==> src/rtl/dmem_arb_pkg.sv <==
// rtl/dmem_arb_pkg.sv - shared types and defaults for the data-memory arbiter
package dmem_arb_pkg;

    typedef enum logic [1:0] {
        R_IDLE = 2'd0,
        R_CPU  = 2'd1,
        R_EXT  = 2'd2
    } rd_owner_e;

    localparam int DEF_MAX_WAIT = 4;

endpackage

==> src/rtl/arb_wait_counter.sv <==
// rtl/arb_wait_counter.sv - saturating count of consecutive cycles the external port was denied
module arb_wait_counter #(
    parameter int CNT_W    = 3,
    parameter int MAX_WAIT = 4
) (
    input  logic i_clk,
    input  logic i_rst_n,
    input  logic i_clr,
    input  logic i_inc,
    output logic o_sat
);

    localparam logic [CNT_W-1:0] MAX_CNT = CNT_W'(MAX_WAIT);

    logic [CNT_W-1:0] r_cnt;

    always_ff @(posedge i_clk) begin
        if (!i_rst_n) begin
            r_cnt <= '0;
        end else if (i_clr) begin
            r_cnt <= '0;
        end else if (i_inc && (r_cnt != MAX_CNT)) begin
            r_cnt <= r_cnt + 1'b1;
        end
    end

    assign o_sat = (r_cnt == MAX_CNT);

endmodule

==> src/rtl/dmem_arbiter.sv <==
// rtl/dmem_arbiter.sv - shares one SRAM port between the CPU MEM stage and the external port
module dmem_arbiter
    import dmem_arb_pkg::*;
#(
    parameter int ADDR_W   = 64,
    parameter int DATA_W   = 64,
    parameter int MAX_WAIT = DEF_MAX_WAIT,
    parameter int CNT_W    = 3
) (
    input  logic              clk,
    input  logic              arst_n,
    input  logic              enable,
    input  logic              cpu_req,
    input  logic              cpu_we,
    input  logic [ADDR_W-1:0] cpu_addr,
    input  logic [DATA_W-1:0] cpu_wdata,
    output logic              cpu_gnt,
    output logic              cpu_stall,
    output logic              cpu_rvalid,
    input  logic              ext_req,
    input  logic              ext_we,
    input  logic [ADDR_W-1:0] ext_addr,
    input  logic [DATA_W-1:0] ext_wdata,
    output logic              ext_gnt,
    output logic              ext_rvalid,
    output logic [DATA_W-1:0] rdata,
    output logic [ADDR_W-1:0] mem_addr,
    output logic              mem_wen,
    output logic              mem_ren,
    output logic [DATA_W-1:0] mem_wdata,
    input  logic [DATA_W-1:0] mem_rdata
);

    logic      w_sat;
    logic      w_cpu_gnt;
    logic      w_ext_gnt;
    logic      w_cpu_rvalid;
    logic      w_ext_rvalid;
    rd_owner_e r_state;

    // CPU has priority unless halted or the external port has waited MAX_WAIT cycles.
    assign w_cpu_gnt = arst_n & enable & cpu_req & ~(ext_req & w_sat);
    assign w_ext_gnt = arst_n & ext_req & ~w_cpu_gnt;

    assign cpu_gnt   = w_cpu_gnt;
    assign ext_gnt   = w_ext_gnt;
    assign cpu_stall = arst_n & enable & cpu_req & ~w_cpu_gnt;

    arb_wait_counter #(
        .CNT_W    (CNT_W),
        .MAX_WAIT (MAX_WAIT)
    ) u_wait (
        .i_clk   (clk),
        .i_rst_n (arst_n),
        .i_clr   (w_ext_gnt | ~ext_req),
        .i_inc   (ext_req & ~w_ext_gnt),
        .o_sat   (w_sat)
    );

    always_comb begin
        mem_addr  = '0;
        mem_wdata = '0;
        mem_wen   = 1'b0;
        mem_ren   = 1'b0;
        if (w_cpu_gnt) begin
            mem_addr  = cpu_addr;
            mem_wdata = cpu_wdata;
            mem_wen   = cpu_we;
            mem_ren   = ~cpu_we;
        end else if (w_ext_gnt) begin
            mem_addr  = ext_addr;
            mem_wdata = ext_wdata;
            mem_wen   = ext_we;
            mem_ren   = ~ext_we;
        end
    end

    // Next owner depends only on this cycle's grant, so the unused encoding falls back to idle.
    always_ff @(posedge clk) begin
        if (!arst_n) begin
            r_state <= R_IDLE;
        end else if (w_cpu_gnt && !cpu_we) begin
            r_state <= R_CPU;
        end else if (w_ext_gnt && !ext_we) begin
            r_state <= R_EXT;
        end else begin
            r_state <= R_IDLE;
        end
    end

    assign w_cpu_rvalid = arst_n & (r_state == R_CPU);
    assign w_ext_rvalid = arst_n & (r_state == R_EXT);
    assign cpu_rvalid   = w_cpu_rvalid;
    assign ext_rvalid   = w_ext_rvalid;
    assign rdata        = (w_cpu_rvalid | w_ext_rvalid) ? mem_rdata : '0;

endmodule

==> config.mk <==
export PLATFORM = sky130hd
export DESIGN_NAME = dmem_arbiter
export DESIGN_NICKNAME = d
export VERILOG_FILES = /design/src/rtl/dmem_arb_pkg.sv /design/src/rtl/arb_wait_counter.sv /design/src/rtl/dmem_arbiter.sv
export SDC_FILE = /design/constraint.sdc
export NUM_CORES = 1
export LEC_CHECK = 0
export ABC_AREA = 1
export BUFFER_PORTS_ARGS = -buffer_cell sky130_fd_sc_hd__buf_2
export CAP_MARGIN = 20
export CORE_AREA = 10 10 197 199
export CTS_CLUSTER_DIAMETER = 80
export CTS_CLUSTER_SIZE = 14
export DETAILED_ROUTE_END_ITERATION = 10
export DIE_AREA = 0 0 207 209
export GPL_TIMING_DRIVEN = 0
export PLACE_DENSITY = 0.3
export SYNTH_ARGS = -nofsm -noshare
export SYNTH_HDL_FRONTEND = slang
export SYNTH_HIERARCHICAL = 1
export SYNTH_SLANG_ARGS = --single-unit
==> constraint.sdc <==
create_clock -name clk -period 2.2 [get_ports clk]
set_input_delay 0.44 -clock clk [delete_from_list [all_inputs] [get_ports clk]]
set_output_delay 0.44 -clock clk [all_outputs]
set_load 0.05 [all_outputs]
======== Word level (Yosys, flattened, before mapping) ========
Cells that the tools add are included.
word-level totals
  register bits ........................... 5
  bits in latches ......................... 0
  RAM bits ................................ 0
  memory bits (read-only) ................. 0
  input port bits ......................... 327
  output and inout port bits .............. 199
  logic and storage cells ................. 45
  memories kept ........................... 0
operators by class
  add/sub/neg operators ................... 1
  multipliers ............................. 0
  div/mod/pow operators ................... 0
  magnitude comparators ................... 0
  equality and inequality tests ........... 4
  shifts and indexed selects .............. 0
  muxes and demuxes ....................... 11
  bitwise operators ....................... 19
  reductions and logical operators ........ 7
operators by type and width
  kind                 count
  $mux 64              5
  $and 1x1->1          10
  $not 1->1            7
  $mux 1               5
  $reduce_or 2->1      2
  $add 3x1->3 const B  1
  $eq 3x3->1 const B   1
  $logic_and 1x1->1    3
  $ne 3x3->1 const B   1
  $eq 2x1->1 const B   1
  $eq 2x2->1 const B   1
  $logic_not 1->1      2
  $mux 2               1
  $or 1x1->1           2

======== Longest topological paths before layout ========
  word-level depth ........................ 9
  gate-level depth with buffers ........... 15

======== Cells and area by module ========
Netlist, hierarchy kept.
modules (own cells, without submodules)
  module            times used  cells each  area each (sq um)  seq. area each (sq um)
  dmem_arbiter      1           594         2549.9             40.0
  arb_wait_counter  1           28          178.9              60.1

======== Worst setup path after synthesis ========
OpenSTA, ideal clock, no wires.
  path type ............................... register to output
  from .................................... register u_wait.r_cnt[0]
  to ...................................... output mem_wdata[50]
  arrival ................................. 1.848 ns
  path slack .............................. -0.088 ns
  stages on the path, launching flop included .. 11
  cells stage by stage .................... dfxtp_1 -> inv_1 -> ha_1 -> nand2_2 -> inv_1 -> nand2_1 -> clkinv_1 -> nor2_2 -> buf_2 -> nand2_1 -> nand2_1
between the ends
  longest elaborated chain between the ends .. 8
RTL lines
  item                    line                    source
  start, declared         arb_wait_counter.sv:15  logic [CNT_W-1:0] r_cnt;
  start signal, assigned  arb_wait_counter.sv:23  r_cnt <= r_cnt + 1'b1;
  $eq 3x3->1 *            arb_wait_counter.sv:27  assign o_sat = (r_cnt == MAX_CNT);
  via w_sat               dmem_arbiter.sv:34      logic w_sat;
  $and 1x1->1 *           dmem_arbiter.sv:42      assign w_cpu_gnt = arst_n & enable & cpu_req & ~(ext_req & w_sat);
  $not 1->1 *             dmem_arbiter.sv:42
  $and 1x1->1 *           dmem_arbiter.sv:42
  via cpu_gnt             dmem_arbiter.sv:17      output logic cpu_gnt,
  $not 1->1               dmem_arbiter.sv:43      assign w_ext_gnt = arst_n & ext_req & ~w_cpu_gnt;
  $and 1x1->1             dmem_arbiter.sv:43
  $mux 64                 dmem_arbiter.sv:70      end else if (w_ext_gnt) begin
  $mux 64 *               dmem_arbiter.sv:65      if (w_cpu_gnt) begin
  end, declared           dmem_arbiter.sv:30      output logic [DATA_W-1:0] mem_wdata,
Mark *: on every way through the listed nets, which the timed path passes. The rest lies on a longest branch.

======== Final worst setup path ========
  from .................................... register u_wait.r_cnt[0]
  to ...................................... output mem_wdata[6]
between the ends
  longest elaborated chain between the ends .. 8
RTL lines
  item           line
  $eq 3x3->1 *   arb_wait_counter.sv:27
  via w_sat      dmem_arbiter.sv:34
  $and 1x1->1 *  dmem_arbiter.sv:42
  $not 1->1 *    dmem_arbiter.sv:42
  $and 1x1->1 *  dmem_arbiter.sv:42
  $not 1->1      dmem_arbiter.sv:43
  $and 1x1->1    dmem_arbiter.sv:43
  $mux 64        dmem_arbiter.sv:70
  $mux 64 *      dmem_arbiter.sv:65
Marks and branches as above.

==> qor.yml <==
clk_latency_ns: 0.23
r2r_start: "u_wait/r_cnt[0]"
period_minus_slack_ns: 2.40
syn_inst: 622
cts_htree_levels: 1
grt_pass1_wl_um: 40000
gr-total-overflow: 0
crit_type: "register to output port"
rows: 69
crit_chain: "inv_2, ha_4, nand2_4, inv_2, nand2_4, clkinv_4, nor2_4, buf_6, buf_16, buf_12, buf_16, nand2_4, nand2_2, buf_8"
hpwl_um: 23700
power_mw: 2.48
internal_power_mw: 1.18
dr_total_vias: 6010
placed_cells: 1608
gp_congestion: 0.831
grt_max_degree: 11
fin_crit_sh_pct: 109
irDropWorstVdd_mv: 0.178
hold_viol_final: 0
wl_per_cell_um: 17.6
area_delta_synth_final_pct: 228
fin_cells: 1640
antenna_cells: 0
synth_top_cell_by_area: "nand2_1"
max-clock-path-buffers: 2
regToRegEndpoint: "u_wait/r_cnt[2]"
layout-drive-gt1-share_pct: 69.6
grtUsageTotal_pct: 11.8
fin_ws_ns: -0.199
ys_top_cells_by_area: "nand2_1 (37%), nand3_1 (24%), inv_1 (11%), nor2_1 (10%), buf_2 (5.9%)"
synthArstFlopShare_pct: 0
cp.required_ns: 1.76
p_clk_share_pct: 12.1
holdPathStages: 2
endpoint_kind: "output port"
critPathMostFrequentCell: "nand2_4"
antenna_found_initial: 0
avgSynthCellArea_sq_um: 4.39
pwr-share-seq_pct: 3.9
worstPathArrival_ns: 1.96
initial_core_util_pct: 7.79
numCtsBuffers: 3
p_sw_share_pct: 52.7
failed_checks: "negative setup slack"
crit_path_top_delay_cell: "dfxtp_2"
die_y_um: 209
hold_path.class: "register to register"
slew_viol_final: 0
netlist_area_sq_um: 2730
io_buffer_count: 525
design.die.area_sq_um: 43300
worstHoldStart: "u_wait/r_cnt[2]"
combPwrFrac_pct: 84.0
coreArea_sq_um: 35100
synth-warning-count: 6
synth_edf_count: 0
avgViaCountPerCell: 3.66
ys_top_cells_by_count: "nand2_1 (272), nand3_1 (133), inv_1 (81), nor2_1 (73), buf_2 (32)"
numClockSinks: 5
syn_nets: 951
clk_pin_slew_ns: 0.04
dominantRegCellSynth: "dfxtp_1"
p_per_area_nw_per_um2: 277
cts_tree: "done"
clock.fmax_mhz: 417
tns_ns: -14.28
power.switching_mw: 1.31
synth_seq_area_share_pct: 3.67
drtIter0Drc: 306
synth_top_area_share_pct: 37.4
setup_violations: 131
yosys.cell_count.top_type: "nand2_1"
cpPeakStageDelay_ns: 0.33
grt_pass1_vias: 6159
rsz0062_at_grt: "yes"
cp-start-kind: "register"
postCtsHoldBufs: 0
status: "finished with violations"
ff_latch_area_sq_um: 103
leakagePower_nw: 5.43
min_delay_worst_endpoint: "u_wait/r_cnt[2]"
ys_ff_latch: 5
fin_skew_ns: 0.00412
drt-pass1-iter-count: 4
crit_start: "u_wait/r_cnt[0]"
r2r_slack_ns: 0.57
fin_util_pct: 25.5
rr_worst_depth: 15
post-place-ws_ns: -0.551
drc: 0
drt-total-wl_um: 28900
cts_root_buf: "clkbuf_16"
pin_count: 526
layout.nets: 1509
ant_nets: 0
tightest_slew_ns: 0.441
multiInputGateArea_sq_um: 3110
n_fill_cell: 3987
crit_fanout: 6
maxCapViolCount: 0
synth.distinct_cells: 14
relSlewSlack_pct: 70.6
die_w_um: 207
stage by stage:
stage | hold slack [ns] | area (sq um)
floorplan | 0.477 | 2750
global placement | 0.506 | 5960
detailed placement | 0.511 | 5960
CTS | 0.536 | 7500
global route | 0.574 | 8950
finish | 0.540 | 8950
power groups by stage:
| stage | sequential [mW] | combinational, mW | clock, mW |
|---|---|---|---|
| 2_1_floorplan | 0.0966 | 0.918 | 0 |
| 3_3_place_gp | 0.0970 | 1.51 | 0 |
| 3_5_place_dp | 0.0971 | 1.50 | 0 |
| 4_1_cts | 0.0957 | 1.83 | 0.306 |
| 5_1_grt | 0.0961 | 2.20 | 0.314 |
| 6_report | 0.0957 | 2.09 | 0.301 |
flip-flops by register name, indices dropped and copies added, names as in the netlist:
name	cells
u_wait/r_cnt	3
r_state	2
timing repair:
item                       4_1_cts  5_1_grt
gates resized for setup        345      399
setup endpoints to repair      133      132
buffers inserted                12        8
cloned                           9        6
pin swaps                       27       86
hold endpoints to repair         0        0
layout by cell type, fill, tap and decap left out:
master     netlist  routed
buf_4            0      16
buf_8            0      98
ha_1             2       1
nor2_4           0       2
clkbuf_1         6       2
nand2_2          1      98
clkinv_4         0       1
nand3b_1         1       1
nand2_1        272      68
clkbuf_16        0       8
buf_16           0       6
inv_1           81      77
clkbuf_2         0       5
buf_6           10      47
buf_12           0      14
nor2_2           2       1
dfxtp_2          0       2
a21oi_1          2       2
buf_2           32     409
nand2_8          0       2
nor2_1          73      72
nand3_1        133     133
ha_4             0       1
nand2_4          0     105
dfxtp_1          5       3
inv_2            0       4
clkinv_2         0       1
metal layers:
metal / global-route usage [%] / vias up / share of wire (%)
li1: - / 2998 / -
met1: 12.6 / 2685 / 36
met2: 22.9 / 313 / 55
met3: 3.33 / 14 / 8.2
met4: 1.31 / 0 / 0.80
met5: 0 / - / 0
worst max-delay path by stage:
stage,end,slack (ns),cells after the start
after floorplan,rdata[10],-0.08,5
after global placement,mem_wdata[57],-0.54,11
after detailed placement,mem_wdata[57],-0.55,11
after CTS,mem_wdata[10],-0.21,13
after global routing,mem_wdata[6],-0.29,14
final,mem_wdata[6],-0.20,14
critical path: cells and delay by family (launching register included):
family	cells	cell delay, ns
and+or+nand+nor	5	0.40
adders and majority gates	1	0.16
buffers and inverters	8	0.83
DFF	1	0.33
cell families (layout without fill, tap and decap cells):
family,count (synthesis),in the layout,synth area share (%)
flops,5,5,3.67
compound gates,2,2,0.367
simple gates,482,482,72.8
fa+ha+maj,2,2,0.917
buf+inv,131,688,22.2
layout make-up:
cell class                      instances  area share, %
Timing Repair Buffer                  556           48.6
Multi-Input combinational cell        486           34.7
Tap cell                              461           6.44
Buffer                                 45           4.67
Inverter                               83           3.55
Sequential cell                         5           1.15
Clock buffer                            4          0.880
Note: power is estimated with default switching activity, not from simulation.
